<file path="src/rtl/qspi_mem_responder_if.sv">
`default_nettype none
// ============================================================================
// Module   : qspi_mem_responder_if
// Purpose  : Quad-SPI pad bundle plus the synchronous byte-RAM port.
// Revision : 1.0 - initial release
// ============================================================================
interface qspi_mem_responder_if #(
    parameter int ADDR_BITS = 16
);
    logic                 spi_sck;
    logic                 spi_cs_n;
    logic [3:0]           spi_io_in;
    logic [3:0]           spi_io_out;
    logic [3:0]           spi_io_oe;
    logic [ADDR_BITS-1:0] mem_addr;
    logic                 mem_re;
    logic [7:0]           mem_rdata;
    logic                 mem_we;
    logic [7:0]           mem_wdata;

    modport slave (
        input  spi_sck, spi_cs_n, spi_io_in, mem_rdata,
        output spi_io_out, spi_io_oe, mem_addr, mem_re, mem_we, mem_wdata
    );

    modport master (
        output spi_sck, spi_cs_n, spi_io_in, mem_rdata,
        input  spi_io_out, spi_io_oe, mem_addr, mem_re, mem_we, mem_wdata
    );
endinterface
`default_nettype wire

</file>
<file path="src/rtl/qspi_mem_responder.sv">
`default_nettype none
// ============================================================================
// Module   : qspi_mem_responder
// Purpose  : Quad-SPI flash/PSRAM emulator serving EB reads / 38 writes from
//            a byte RAM. Optional JEDEC ID (9F) when QSPI_RESP_ID_EN is defined.
// Revision : 1.0 - initial release
// ============================================================================
module qspi_mem_responder #(
    parameter int          ADDR_BITS     = 16,
    parameter int          DUMMY_NIBBLES = 4,
    parameter logic [23:0] JEDEC_ID      = 24'hC0_FFEE
) (
    input wire logic            clk,
    input wire logic            reset,
    qspi_mem_responder_if.slave bus
);

`ifdef QSPI_RESP_ID_EN
    localparam logic c_ID_EN = 1'b1;
`else
    localparam logic c_ID_EN = 1'b0;
`endif

    localparam logic [7:0] c_CMD_READ  = 8'hEB;
    localparam logic [7:0] c_CMD_WRITE = 8'h38;
    localparam logic [7:0] c_CMD_ID    = 8'h9F;

    typedef enum logic [2:0] {
        S_IDLE   = 3'd0,
        S_CMD    = 3'd1,
        S_ADDR   = 3'd2,
        S_DUMMY  = 3'd3,
        S_RDATA  = 3'd4,
        S_WDATA  = 3'd5,
        S_IGNORE = 3'd6
    } state_t;

    state_t               r_state;
    logic [1:0]           r_sck_sync;
    logic [1:0]           r_cs_sync;
    logic [3:0]           r_io_sync0;
    logic [3:0]           r_io_sync1;
    logic                 r_sck_prev;
    logic                 r_cs_prev;
    logic [7:0]           r_cnt;
    logic [3:0]           r_cmd_hi;
    logic                 r_write;
    logic                 r_id_mode;
    logic [1:0]           r_id_idx;
    logic [ADDR_BITS-1:0] r_addr;
    logic [3:0]           r_wnib;
    logic                 r_whalf;
    logic [7:0]           r_rbuf;
    logic                 r_rhi;
    logic                 r_re_d1;
    logic                 r_oe;
    logic [3:0]           r_out;
    logic                 r_re;
    logic                 r_we;
    logic [7:0]           r_wdata;

    logic       w_sck;
    logic       w_cs;
    logic [3:0] w_io;
    logic       w_rise;
    logic       w_fall;
    logic       w_cs_fall;
    logic [7:0] w_cmd;

    assign w_sck     = r_sck_sync[1];
    assign w_cs      = r_cs_sync[1];
    assign w_io      = r_io_sync1;
    assign w_rise    = w_sck & ~r_sck_prev;
    assign w_fall    = ~w_sck & r_sck_prev;
    assign w_cs_fall = ~w_cs & r_cs_prev;
    assign w_cmd     = {r_cmd_hi, w_io};

    assign bus.spi_io_out = r_out;
    assign bus.spi_io_oe  = {4{r_oe}};
    assign bus.mem_addr   = r_addr;
    assign bus.mem_re     = r_re;
    assign bus.mem_we     = r_we;
    assign bus.mem_wdata  = r_wdata;

    function automatic logic [7:0] id_byte(input logic [1:0] idx);
        case (idx)
            2'd0:    return JEDEC_ID[23:16];
            2'd1:    return JEDEC_ID[15:8];
            2'd2:    return JEDEC_ID[7:0];
            default: return 8'hFF;
        endcase
    endfunction

    always_ff @(posedge clk or posedge reset) begin
        if (reset) begin
            r_state    <= S_IDLE;
            r_sck_sync <= 2'b00;
            r_cs_sync  <= 2'b11;
            r_io_sync0 <= 4'h0;
            r_io_sync1 <= 4'h0;
            r_sck_prev <= 1'b0;
            r_cs_prev  <= 1'b1;
            r_cnt      <= 8'd0;
            r_cmd_hi   <= 4'h0;
            r_write    <= 1'b0;
            r_id_mode  <= 1'b0;
            r_id_idx   <= 2'd0;
            r_addr     <= '0;
            r_wnib     <= 4'h0;
            r_whalf    <= 1'b0;
            r_rbuf     <= 8'h00;
            r_rhi      <= 1'b1;
            r_re_d1    <= 1'b0;
            r_oe       <= 1'b0;
            r_out      <= 4'h0;
            r_re       <= 1'b0;
            r_we       <= 1'b0;
            r_wdata    <= 8'h00;
        end else begin
            r_sck_sync <= {r_sck_sync[0], bus.spi_sck};
            r_cs_sync  <= {r_cs_sync[0], bus.spi_cs_n};
            r_io_sync0 <= bus.spi_io_in;
            r_io_sync1 <= r_io_sync0;
            r_sck_prev <= w_sck;
            r_cs_prev  <= w_cs;
            r_re       <= 1'b0;
            r_we       <= 1'b0;
            r_re_d1    <= r_re;
            if (r_re_d1) begin
                r_rbuf <= bus.mem_rdata;
            end
            // The write strobe cycle uses the current address; advance after it.
            if (r_we) begin
                r_addr <= r_addr + ADDR_BITS'(1);
            end

            // CS high outranks any SCK edge seen in the same clock.
            if (w_cs && (r_state != S_IDLE)) begin
                r_state <= S_IDLE;
                r_oe    <= 1'b0;
            end else begin
                case (r_state)
                    S_IDLE: begin
                        if (w_cs_fall) begin
                            r_state   <= S_CMD;
                            r_cnt     <= 8'd0;
                            r_addr    <= '0;
                            r_whalf   <= 1'b0;
                            r_rhi     <= 1'b1;
                            r_id_mode <= 1'b0;
                        end
                    end
                    S_CMD: begin
                        if (w_rise) begin
                            r_cmd_hi <= w_io;
                            r_cnt    <= r_cnt + 8'd1;
                            if (r_cnt == 8'd1) begin
                                r_cnt <= 8'd0;
                                if (w_cmd == c_CMD_READ) begin
                                    r_state <= S_ADDR;
                                    r_write <= 1'b0;
                                end else if (w_cmd == c_CMD_WRITE) begin
                                    r_state <= S_ADDR;
                                    r_write <= 1'b1;
                                end else if (c_ID_EN && (w_cmd == c_CMD_ID)) begin
                                    r_state   <= S_RDATA;
                                    r_id_mode <= 1'b1;
                                    r_rbuf    <= id_byte(2'd0);
                                    r_id_idx  <= 2'd1;
                                end else begin
                                    r_state <= S_IGNORE;
                                end
                            end
                        end
                    end
                    S_ADDR: begin
                        if (w_rise) begin
                            r_addr <= ADDR_BITS'({r_addr, w_io});
                            r_cnt  <= r_cnt + 8'd1;
                            if (r_cnt == 8'd5) begin
                                r_cnt <= 8'd0;
                                if (r_write) begin
                                    r_state <= S_WDATA;
                                end else begin
                                    r_state <= S_DUMMY;
                                    r_re    <= 1'b1;
                                end
                            end
                        end
                    end
                    S_DUMMY: begin
                        if (w_rise) begin
                            r_cnt <= r_cnt + 8'd1;
                            if (r_cnt == 8'(DUMMY_NIBBLES - 1)) begin
                                r_state <= S_RDATA;
                            end
                        end
                    end
                    S_RDATA: begin
                        if (w_fall) begin
                            r_oe <= 1'b1;
                            if (r_rhi) begin
                                r_out <= r_rbuf[7:4];
                                r_rhi <= 1'b0;
                            end else begin
                                r_out <= r_rbuf[3:0];
                                r_rhi <= 1'b1;
                                if (r_id_mode) begin
                                    r_rbuf <= id_byte(r_id_idx);
                                    if (r_id_idx != 2'd3) begin
                                        r_id_idx <= r_id_idx + 2'd1;
                                    end
                                end else begin
                                    r_addr <= r_addr + ADDR_BITS'(1);
                                    r_re   <= 1'b1;
                                end
                            end
                        end
                    end
                    S_WDATA: begin
                        if (w_rise) begin
                            if (!r_whalf) begin
                                r_wnib  <= w_io;
                                r_whalf <= 1'b1;
                            end else begin
                                r_wdata <= {r_wnib, w_io};
                                r_we    <= 1'b1;
                                r_whalf <= 1'b0;
                            end
                        end
                    end
                    S_IGNORE: begin
                        r_oe <= 1'b0;
                    end
                    default: begin
                        r_state <= S_IDLE;
                    end
                endcase
            end
        end
    end

endmodule
`default_nettype wire
</file>
<file path="src/flat_wrapper.sv">
// flat-port wrapper written by rule: the top's interface ports become plain ports
module qspi_mem_responder_flat 
#(
    parameter int          ADDR_BITS     = 16,
    parameter int          DUMMY_NIBBLES = 4,
    parameter logic [23:0] JEDEC_ID      = 24'hC0_FFEE
)
  (clk, reset, bus_spi_sck, bus_spi_cs_n, bus_spi_io_in, bus_mem_rdata, bus_spi_io_out, bus_spi_io_oe, bus_mem_addr, bus_mem_re, bus_mem_we, bus_mem_wdata);
  qspi_mem_responder_if #(.ADDR_BITS(ADDR_BITS)) bus_i ();
  input wire logic clk;
  input wire logic reset;
  input wire logic [$bits(bus_i.spi_sck)-1:0] bus_spi_sck;
  input wire logic [$bits(bus_i.spi_cs_n)-1:0] bus_spi_cs_n;
  input wire logic [$bits(bus_i.spi_io_in)-1:0] bus_spi_io_in;
  input wire logic [$bits(bus_i.mem_rdata)-1:0] bus_mem_rdata;
  output wire logic [$bits(bus_i.spi_io_out)-1:0] bus_spi_io_out;
  output wire logic [$bits(bus_i.spi_io_oe)-1:0] bus_spi_io_oe;
  output wire logic [$bits(bus_i.mem_addr)-1:0] bus_mem_addr;
  output wire logic [$bits(bus_i.mem_re)-1:0] bus_mem_re;
  output wire logic [$bits(bus_i.mem_we)-1:0] bus_mem_we;
  output wire logic [$bits(bus_i.mem_wdata)-1:0] bus_mem_wdata;
  assign bus_i.spi_sck = bus_spi_sck;
  assign bus_i.spi_cs_n = bus_spi_cs_n;
  assign bus_i.spi_io_in = bus_spi_io_in;
  assign bus_i.mem_rdata = bus_mem_rdata;
  assign bus_spi_io_out = bus_i.spi_io_out;
  assign bus_spi_io_oe = bus_i.spi_io_oe;
  assign bus_mem_addr = bus_i.mem_addr;
  assign bus_mem_re = bus_i.mem_re;
  assign bus_mem_we = bus_i.mem_we;
  assign bus_mem_wdata = bus_i.mem_wdata;
  qspi_mem_responder #(.ADDR_BITS(ADDR_BITS), .DUMMY_NIBBLES(DUMMY_NIBBLES), .JEDEC_ID(JEDEC_ID)) u_core (.clk(clk), .reset(reset), .bus(bus_i));
endmodule
</file>
<file path="config.mk">
export PLATFORM = sky130hd
export DESIGN_NAME = qspi_mem_responder_flat
export DESIGN_NICKNAME = d
export VERILOG_FILES = /design/src/rtl/qspi_mem_responder_if.sv /design/src/rtl/qspi_mem_responder.sv /design/src/flat_wrapper.sv
export SDC_FILE = /design/constraint.sdc
export NUM_CORES = 1
export LEC_CHECK = 0
export ABC_AREA = 1
export BUFFER_PORTS_ARGS = -buffer_cell sky130_fd_sc_hd__buf_4
export CAP_MARGIN = 15
export CELL_PAD_IN_SITES_DETAIL_PLACEMENT = 0
export CELL_PAD_IN_SITES_GLOBAL_PLACEMENT = 2
export CORE_UTILIZATION = 34
export CTS_CLUSTER_SIZE = 25
export DETAILED_ROUTE_END_ITERATION = 16
export MAX_ROUTING_LAYER = met4
export PLACE_DENSITY_LB_ADDON = 0.1
export SLEW_MARGIN = 5
export SYNTH_ARGS = -nofsm -noshare
export SYNTH_HDL_FRONTEND = slang
export SYNTH_SLANG_ARGS = --single-unit
</file>
<file path="constraint.sdc">
create_clock -name clk -period 3 [get_ports clk]
set_input_delay 0.3 -clock clk [delete_from_list [all_inputs] [get_ports clk]]
set_output_delay 0.3 -clock clk [all_outputs]
set_load 0.01 [all_outputs]
</file>
==> impl_metrics.json, run 1 <==
{
  "ant_nets": 0,
  "status": "finished, final reports clean",
  "cts_resized": 0,
  "cap_violations": 0,
  "fin_crit_sh": 0.7020,
  "cts_buffer_depth": 2,
  "setup_viol": 0,
  "worstSetupPathType": "flop to flop",
  "path_cells": "nor2_4 -> nand2_4 -> nand2_2 -> inv_2 -> nor2_4 -> buf_4 -> nand2_1 -> inv_2 -> o211ai_1 -> nand3_1",
  "cts_tree": "yes",
  "ff2ff_path_depth": 10,
  "p_leak_nw": 2.422,
  "final_common_cell": "nand2_1",
  "slew_headroom": 0.6117,
  "cts_htree_levels": 3,
  "rrSetupSlack_ps": 890,
  "gr-total-overflow": 0,
  "ys_ff_latch": 76,
  "fillers": 1227,
  "avgSynthCellArea_um2": 7.782,
  "place.port_buffers": 49,
  "grt_pass1_wl_um": 18030,
  "post_drt_via_cell_ratio": 4.791,
  "synthFlopType": "dfrtp_1",
  "ys_async_sr_fraction": 1.000,
  "area_growth_pct": 19.73,
  "peakVddDrop_v": 0.0003428,
  "core_area_um2": 12060,
  "worstPathBufferInverterCount": 3,
  "rsz0062_at_grt": "no",
  "ys_seq_area_frac": 0.4529,
  "hp-class": "primary input to asynchronous set/reset pin",
  "clock-root-buffer": "clkbuf_16",
  "startpoint_type": "flop",
  "finalSetupTns_ps": 0,
  "routed_wl_um": 10970,
  "start_util": 0.3491,
  "clock_latency_ps": 340,
  "hold_buffers": 0,
  "post_cts_buffers": 0,
  "worst_pin_slew_ps": 579.3,
  "crit_family": "simple AND/OR/NAND/NOR gates",
  "die_area_um2": 12830,
  "drive_gt1_frac": 0.1930,
  "fmax_mhz": 474.8,
  "synth_edf_count": 0,
  "setup_slack_ps": 893.9,
  "rr_endpoint": "u_core.bus.mem_addr[7]$_DFF_PP0_",
  "synth_cell_types": 39,
  "drcViolationCount": 0,
  "antenna_found_initial": 0,
  "clkSlewWorstSetupHoldPaths_ps": 60,
  "grt_pass1_vias": 3508,
  "min_period_ps": 2106,
  "nets": 610,
  "dp_slack_ps": 914.6,
  "yosysWarnings": 0,
  "post-dp-hpwl_um": 7719,
  "drt-wirelength-per-cell_um": 14.36,
  "dr.pass1.iters": 4,
  "critical_path_arrival_ps": 2380,
  "maxSlewViolCount": 0,
  "syn_area_um2": 4210,
  "max_stage_delay_ps": 470,
  "required_ps": 3270,
  "worst_clock_skew_ps": 4.126,
  "hold_viol_final": 0,
  "cts_made_buffers": 9,
  "synth_fp_nets": 560,
  "die_w_um": 113.3,
  "drt-initial-drc-count": 198,
  "synthCells": 541,
  "die_h_um": 113.3,
  "num_vias": 3660,
  "grt_max_degree": 59,
  "numClockSinks": 76,
  "grt_util_all_layers": 0.1893,
  "io_pins": 50,
  "most-common-layout-cells": "nand2_1 (169), dfrtp_1 (72), nand3_1 (57)",
  "critPathSlowestCell": "dfrtp_1",
  "place_congestion": 0.7862,
  "timing.rr.start": "u_core.r_state[0]$_DFFE_PP0P_",
  "rows": 40,
  "power_w": 0.003591,
  "path_max_fanout": 12,
  "diodes": 0,
  "powerDensity_nw_per_um2": 712.3,
  "end_kind": "flop"
}
cells in the mapped netlist (6+ instances only):
library cell  instances  share of area
nand4_1               7          0.010
o21ai_0              23          0.027
nor2_1               42          0.037
nand2_1             169           0.15
xor2_1                7          0.015
nor3_1               10          0.012
inv_1                49          0.044
dfrtp_1              72           0.43
o21ai_1               7         0.0083
nor2_4                6          0.016
o211ai_1              6          0.011
nand2_2               7          0.010
a21oi_1               6         0.0071
nand3_1              57          0.068
o22ai_1               7          0.010
mux2_2                8          0.021
final cells by class:
class | count | area [µm²] | share of cell area
Multi-Input combinational cell | 396 | 1999 | 0.3966
Sequential cell | 76 | 1907 | 0.3783
Timing Repair Buffer | 54 | 417.9 | 0.08290
Clock buffer | 11 | 242.7 | 0.04815
Tap cell | 168 | 210.2 | 0.04170
Inverter | 54 | 203.9 | 0.04046
Clock inverter | 5 | 60.06 | 0.01191
where the power goes:
group	switching, W	internal [W]	total, W
Clock	0.000442	0.000670	0.00111
Combinational	0.000697	0.000377	0.00107
Sequential	0.000178	0.00123	0.00140
routing by layer:
layer | vias to the layer above | routed length, µm | GRT usage
met4 | 0 | 119 | 0.06140
met3 | 6 | 338 | 0.04231
met5 | - | 0 | -
met2 | 54 | 5125 | 0.2998
met1 | 1735 | 5389 | 0.2403
li1 | 1865 | - | -
worst reg2reg max path, cell delays in order (launching register included):
cell and delay (ps):
dfrtp_1 470, nor2_4 230, nand2_4 90, nand2_2 220, inv_2 140, nor2_4 200
buf_4 240, nand2_1 100, inv_2 160, o211ai_1 110, nand3_1 90
worst max-delay path by stage:
stage                                  start                               end  depth (start not counted)
6_report       u_core.r_state[0]$_DFFE_PP0P_  u_core.bus.mem_addr[7]$_DFF_PP0_                         10
5_1_grt        u_core.r_state[0]$_DFFE_PP0P_  u_core.bus.mem_addr[7]$_DFF_PP0_                         10
4_1_cts        u_core.r_state[0]$_DFFE_PP0P_  u_core.bus.mem_addr[7]$_DFF_PP0_                         10
3_5_place_dp   u_core.r_state[0]$_DFFE_PP0P_  u_core.bus.mem_addr[7]$_DFF_PP0_                         10
3_3_place_gp   u_core.r_state[0]$_DFFE_PP0P_  u_core.bus.mem_addr[7]$_DFF_PP0_                         10
2_1_floorplan                          reset  u_core.bus.mem_addr[0]$_DFF_PP0_                          1
kinds of logic (layout without fill, tap and decap cells):
family | count (synthesis) | count (layout) | share of synthesized area
simple gates | 310 | 310 | 0.3305
fa+ha+maj | 3 | 3 | 0.008916
mux | 8 | 8 | 0.02140
buf+inv | 69 | 124 | 0.07221
flops | 76 | 76 | 0.4529
compound gates | 65 | 65 | 0.09331
xor+xnor | 10 | 10 | 0.02080
through the flow:
step | utilization | std cells | hold slack (ps) | instance area, µm²
after CTS | 0.4163 | 763 | 52.26 | 5021
after detailed placement | 0.3912 | 747 | 335.5 | 4718
final | 0.4179 | 764 | 9.090 | 5041
after global routing | 0.4179 | 764 | 47.62 | 5041
after global placement | 0.3912 | 747 | 332.2 | 4718
after floorplan | - | 541 | 304.5 | 4210
flip-flops by register name, indices dropped and copies added, names as in the netlist, 2 cells and up:
name / count
u_core.bus.spi_io_out: 4
u_core.r_state: 3
u_core.r_rbuf: 8
u_core.r_io_sync1: 4
u_core.r_wnib: 4
u_core.r_cmd_hi: 4
u_core.bus.mem_addr: 16
u_core.r_io_sync0: 4
u_core.r_cs_sync: 2
u_core.r_cnt: 8
u_core.bus.mem_wdata: 8
u_core.r_sck_sync: 2
(Power assumes the default switching activity.)
==> run 2: changes to the inputs <==
--- a/config.mk
+++ b/config.mk
@@ -10,7 +10,7 @@
 export CAP_MARGIN = 15
 export CELL_PAD_IN_SITES_DETAIL_PLACEMENT = 0
 export CELL_PAD_IN_SITES_GLOBAL_PLACEMENT = 2
-export CORE_UTILIZATION = 34
+export CORE_UTILIZATION = 31
 export CTS_CLUSTER_SIZE = 25
 export DETAILED_ROUTE_END_ITERATION = 16
 export MAX_ROUTING_LAYER = met4
==> constraint.sdc (replaced) <==
create_clock -name clk -period 1.9 [get_ports clk]
set_input_delay 0.19 -clock clk [delete_from_list [all_inputs] [get_ports clk]]
set_output_delay 0.19 -clock clk [all_outputs]
set_load 0.01 [all_outputs]
==> impl_metrics.json, run 2 (synthesis results as in run 1) <==
{
  "fin_cells": 797,
  "cts_buffer_depth": 2,
  "drt-initial-drc-count": 193,
  "most-common-layout-cells": "nand2_1 (169), buf_4 (71), dfrtp_1 (71)",
  "core_area_um2": 13240,
  "end_kind": "flop",
  "powerDensity_nw_per_um2": 1107,
  "grt_pass1_wl_um": 18800,
  "worst_pin_slew_ps": 537.2,
  "rsz0062_at_grt": "no",
  "die_w_um": 118.5,
  "grt_pass1_vias": 3608,
  "holdWs_ps": 83.83,
  "fmax_mhz": 586.4,
  "clkSlewWorstSetupHoldPaths_ps": 60,
  "worstSetupPathType": "flop to flop",
  "gr-total-overflow": 0,
  "place_congestion": 0.8194,
  "clock-root-buffer": "clkbuf_16",
  "holdPathStages": 2,
  "max_stage_delay_ps": 450,
  "grt_max_degree": 77,
  "pwr-share-comb": 0.320,
  "ant_nets": 0,
  "cts_htree_levels": 3,
  "slew_headroom": 0.6415,
  "drive_gt1_frac": 0.2206,
  "startpoint_type": "flop",
  "io_pins": 50,
  "start_util": 0.3179,
  "place.port_buffers": 49,
  "peakVddDrop_v": 0.0006329,
  "cts_made_buffers": 9,
  "num_vias": 3752,
  "critPathSlowestCell": "dfrtp_1",
  "final_common_cell": "nand2_1",
  "status": "finished, final reports clean",
  "critical_path_arrival_ps": 1970,
  "nets": 635,
  "hp-class": "primary input to flop",
  "dp_cells": 773,
  "largest_reg_flops": 16,
  "antenna_found_initial": 0,
  "numClockSinks": 76,
  "dr.pass1.iters": 4,
  "post-dp-hpwl_um": 7940,
  "maxSlewViolCount": 0,
  "p_leak_nw": 2.535,
  "diodes": 0,
  "grt_util_all_layers": 0.1799,
  "internal_power_w": 0.003682,
  "min_period_ps": 1705,
  "rows": 42,
  "clkPwrFrac": 0.306,
  "swShare": 0.3700,
  "worst_clock_skew_ps": 7.802,
  "cap_violations": 0,
  "p_switching_w": 0.002162,
  "path_max_fanout": 5,
  "area_growth_pct": 25.38,
  "die_area_um2": 14050,
  "post_drt_via_cell_ratio": 4.708,
  "fin_crit_sh": 0.8975,
  "routed_wl_um": 11310,
  "cts_tree": "yes",
  "path_cells": "ha_2 -> nand2_1 -> nor2_2 -> xor2_1 -> nand2_1 -> o21ai_0 -> nand2_1 -> o211ai_1",
  "required_ps": 2160,
  "power_w": 0.005844,
  "hold_viol_final": 0,
  "finalSetupTns_ps": 0,
  "drt-wirelength-per-cell_um": 14.19,
  "die_h_um": 118.5,
  "drcViolationCount": 0,
  "cp_common_cell": "nand2_1",
  "clock_latency_ps": 340,
  "power_frac_seq": 0.374,
  "setup_viol": 0,
  "ff2ff_path_depth": 8
}
run 2: cell count changes in the layout (fill, tap and decap cells not counted), sizes merged:
cell | before | now
clkbuf | 11 | 10
clkinv | 3 | 0
inv | 54 | 55
clkinvlp | 1 | 4
dlygate4sd3 | 0 | 7
buf | 54 | 72
run 2: area by class of cell:
type	count	area [µm²]
clock inverters	6	70.07
flip-flops and latches	76	1908
clock buffers	10	239.0
multi-input cells	396	2012
repair buffers	79	623.1
fillers	1415	7964
well taps	176	220.2
inverters	54	206.4
run 2: power groups by stage:
| stage | logic, W | registers (W) | clock network [W] |
|---|---|---|---|
| after floorplan | 0.00124 | 0.00220 | 0 |
| after global placement | 0.00186 | 0.00221 | 0 |
| after detailed placement | 0.00185 | 0.00222 | 0 |
| after CTS | 0.00187 | 0.00219 | 0.00185 |
| after global routing | 0.00211 | 0.00224 | 0.00191 |
| final | 0.00187 | 0.00218 | 0.00179 |
run 2: final timing paths:
path                                                  start                               end  slack (ps)
setup reg to reg           u_core.bus.mem_addr[1]$_DFF_PP0_  u_core.bus.mem_addr[4]$_DFF_PP0_         190
hold / removal                             bus_mem_rdata[7]      u_core.r_rbuf[7]$_DFFE_PP0P_          80
hold reg to reg              u_core.r_io_sync0[2]$_DFF_PP0_    u_core.r_io_sync1[2]$_DFF_PP0_         350
min in group asynchronous                             reset  u_core.bus.mem_addr[9]$_DFF_PP0_         490
max in group asynchronous                             reset  u_core.bus.mem_addr[0]$_DFF_PP0_        1000
setup / recovery           u_core.bus.mem_addr[1]$_DFF_PP0_  u_core.bus.mem_addr[4]$_DFF_PP0_         190
run 2: per-stage QoR:
stage,cell area [µm²],setup WS [ps],utilization
after floorplan,4214,344.4,-
after global placement,4878,72.95,0.3684
after detailed placement,4878,85.74,0.3684
after CTS,5258,56.87,0.3970
after global routing,5279,26.19,0.3986
final,5279,194.8,0.3986
run 2: routing by layer:
layer,global-route usage,share of wire,vias to the layer above
met1,0.2374,0.49,1776
met5,-,0,-
met2,0.2767,0.48,57
li1,-,-,1913
met3,0.03234,0.027,6
met4,0.06408,0.0072,0
run 2: timing repair:
action | in CTS | in global routing
resized for setup | 0 | 4
setup buffers | 0 | 1
endpoints found under the hold margin | 78 | 0
endpoints found under the setup margin | 0 | 9
hold buffers | 7 | 0
run 2: critical path: cells and delay by family (launching register included):
kind	cells	cell delay, ps
AO/OA/AOI/OAI	2	160
AND/OR/NAND/NOR	4	480
XOR/XNOR	1	280
adder cells (fa/ha/maj)	1	260
flip-flops	1	450
==> run 3: changes to the inputs <==
--- a/config.mk
+++ b/config.mk
@@ -15,6 +15,7 @@
 export DETAILED_ROUTE_END_ITERATION = 16
 export MAX_ROUTING_LAYER = met4
 export PLACE_DENSITY_LB_ADDON = 0.1
+export RECOVER_POWER = 100
 export SLEW_MARGIN = 5
 export SYNTH_ARGS = -nofsm -noshare
 export SYNTH_HDL_FRONTEND = slang
==> impl_metrics.json, run 3 (synthesis results as in run 1) <==
{
  "status": "finished, final reports clean",
  "max_stage_delay_ps": 460,
  "cp-startpoint": "u_core.bus.mem_addr[1]$_DFF_PP0_",
  "maxSlewViolCount": 0,
  "post_drt_via_cell_ratio": 4.733,
  "final_common_cell": "nand2_1",
  "worst_pin_slew_ps": 1117,
  "cp_common_cell": "nand2_1",
  "min_period_ps": 1722,
  "most-common-layout-cells": "nand2_1 (170), dfrtp_1 (71), nand3_1 (57)",
  "gr-total-overflow": 0,
  "seqCellArea_um2": 1908,
  "fin_crit_sh": 0.9064,
  "die_w_um": 118.5,
  "grt_util_all_layers": 0.1799,
  "area_growth_pct": 21.22,
  "startpoint_type": "flop",
  "cts_buffer_depth": 2,
  "holdPathStages": 2,
  "die_h_um": 118.5,
  "powerDensity_nw_per_um2": 1121,
  "ant_nets": 0,
  "cts_tree": "yes",
  "io_pins": 50,
  "drive_gt1_frac": 0.1530,
  "start_util": 0.3179,
  "path_cells": "ha_2 -> nand2_1 -> nor2_2 -> xor2_1 -> nand2_1 -> o21ai_0 -> nand2_1 -> o211ai_1",
  "dp_cells": 773,
  "timing.rr.start": "u_core.bus.mem_addr[1]$_DFF_PP0_",
  "worst_clock_skew_ps": 5.400,
  "grt_max_degree": 77,
  "antenna_found_initial": 0,
  "p_leak_nw": 2.374,
  "critical_path_arrival_ps": 1980,
  "slew_headroom": 0.2551,
  "drcViolationCount": 0,
  "rows": 42,
  "rsz0062_at_grt": "no",
  "worstSetupPathType": "flop to flop",
  "setup_viol": 0,
  "fin_cells": 797,
  "cts_htree_levels": 3,
  "hold_viol_final": 0,
  "num_vias": 3772,
  "diodes": 0,
  "largest_reg_flops": 16,
  "clkSlewWorstSetupHoldPaths_ps": 60,
  "clock-root-buffer": "clkbuf_16",
  "cts_made_buffers": 9,
  "routed_wl_um": 11340,
  "core_area_um2": 13240,
  "required_ps": 2160,
  "drt-wirelength-per-cell_um": 14.23,
  "multi_input_area_um2": 1982,
  "die_area_um2": 14050,
  "post-dp-hpwl_um": 7940,
  "place.port_buffers": 49,
  "peakVddDrop_v": 0.0006283,
  "grt_pass1_vias": 3608,
  "cap_violations": 0,
  "finalSetupTns_ps": 0,
  "dr.pass1.iters": 6,
  "dp_slack_ps": 85.74,
  "end_kind": "flop",
  "fillers": 1456,
  "drt-initial-drc-count": 196,
  "setup_slack_ps": 177.9,
  "ff2ff_path_depth": 8,
  "hp-class": "primary input to flop",
  "numClockSinks": 76,
  "clock_latency_ps": 340,
  "fmax_mhz": 580.7,
  "path_max_fanout": 5,
  "nets": 635,
  "hp-start": "bus_mem_rdata[7]",
  "place_congestion": 0.8194,
  "grt_pass1_wl_um": 18800,
  "critPathSlowestCell": "dfrtp_1"
}
==> run 3: cell types whose count changed in the layout (fill, tap and decap cells not counted), sizes merged <==
| cell | before | now |
|---|---|---|
| buf | 72 | 29 |
| clkbuf | 10 | 53 |
==> run 3: final cells by class <==
type                       instances  area share
timing repair buffer              79     0.09365
clock inverter                     6     0.01373
inverter                          54     0.04045
clock buffer                      10     0.04683
tap                              176     0.04315
sequential                        76      0.3739
multi-input combinational        396      0.3883
==> run 3: worst max-delay path: cells and delay by family, from the launching register on <==
family / cells / cell delay (ps)
XOR/XNOR: 1 / 250
flip-flops: 1 / 460
AO/OA/AOI/OAI: 2 / 160
AND/OR/NAND/NOR: 4 / 490
adder cells (fa/ha/maj): 1 / 270
==> run 3: where the power goes <==
part / leakage (nW) / switching (W) / internal, W
Combinational: 1.23 / 0.00117 / 0.000592
Sequential: 0.998 / 0.000246 / 0.00194
Clock: 0.142 / 0.000721 / 0.00106
==> run 3: metal layers <==
metal,vias to the layer above,GRT usage,part of all wire
met4,0,0.06408,0.013
li1,1918,-,-
met2,68,0.2767,0.46
met1,1774,0.2374,0.49
met3,12,0.03234,0.038
met5,-,-,0
==> run 3: worst paths after layout <==
check                                                   end  slack, ps
min in group asynchronous      u_core.r_rbuf[5]$_DFFE_PP0P_        760
max in group asynchronous  u_core.bus.mem_addr[0]$_DFF_PP0_        300
setup reg to reg           u_core.bus.mem_addr[4]$_DFF_PP0_        180
hold / removal                 u_core.r_rbuf[7]$_DFFE_PP0P_         80
hold reg to reg              u_core.r_io_sync1[0]$_DFF_PP0_        350
setup / recovery           u_core.bus.mem_addr[4]$_DFF_PP0_        180
==> run 3: repair_timing <==
| action | in CTS | in global routing |
|---|---|---|
| gates resized for setup | 0 | 4 |
| setup buffers | 0 | 1 |
| setup endpoints to repair | 0 | 9 |
| hold buffers | 7 | 0 |
| endpoints found under the hold margin | 78 | 0 |
==> run 3: metrics by stage <==
stage,utilization,hold WS [ps],instance area (µm²),power [W]
2_1_floorplan,-,194.5,4214,0.003444
3_3_place_gp,0.3684,300.6,4878,0.004069
3_5_place_dp,0.3684,300.4,4878,0.004072
4_1_cts,0.3970,66.67,5258,0.005910
5_1_grt,0.3854,71.58,5104,0.006151
6_report,0.3854,82.30,5104,0.005723
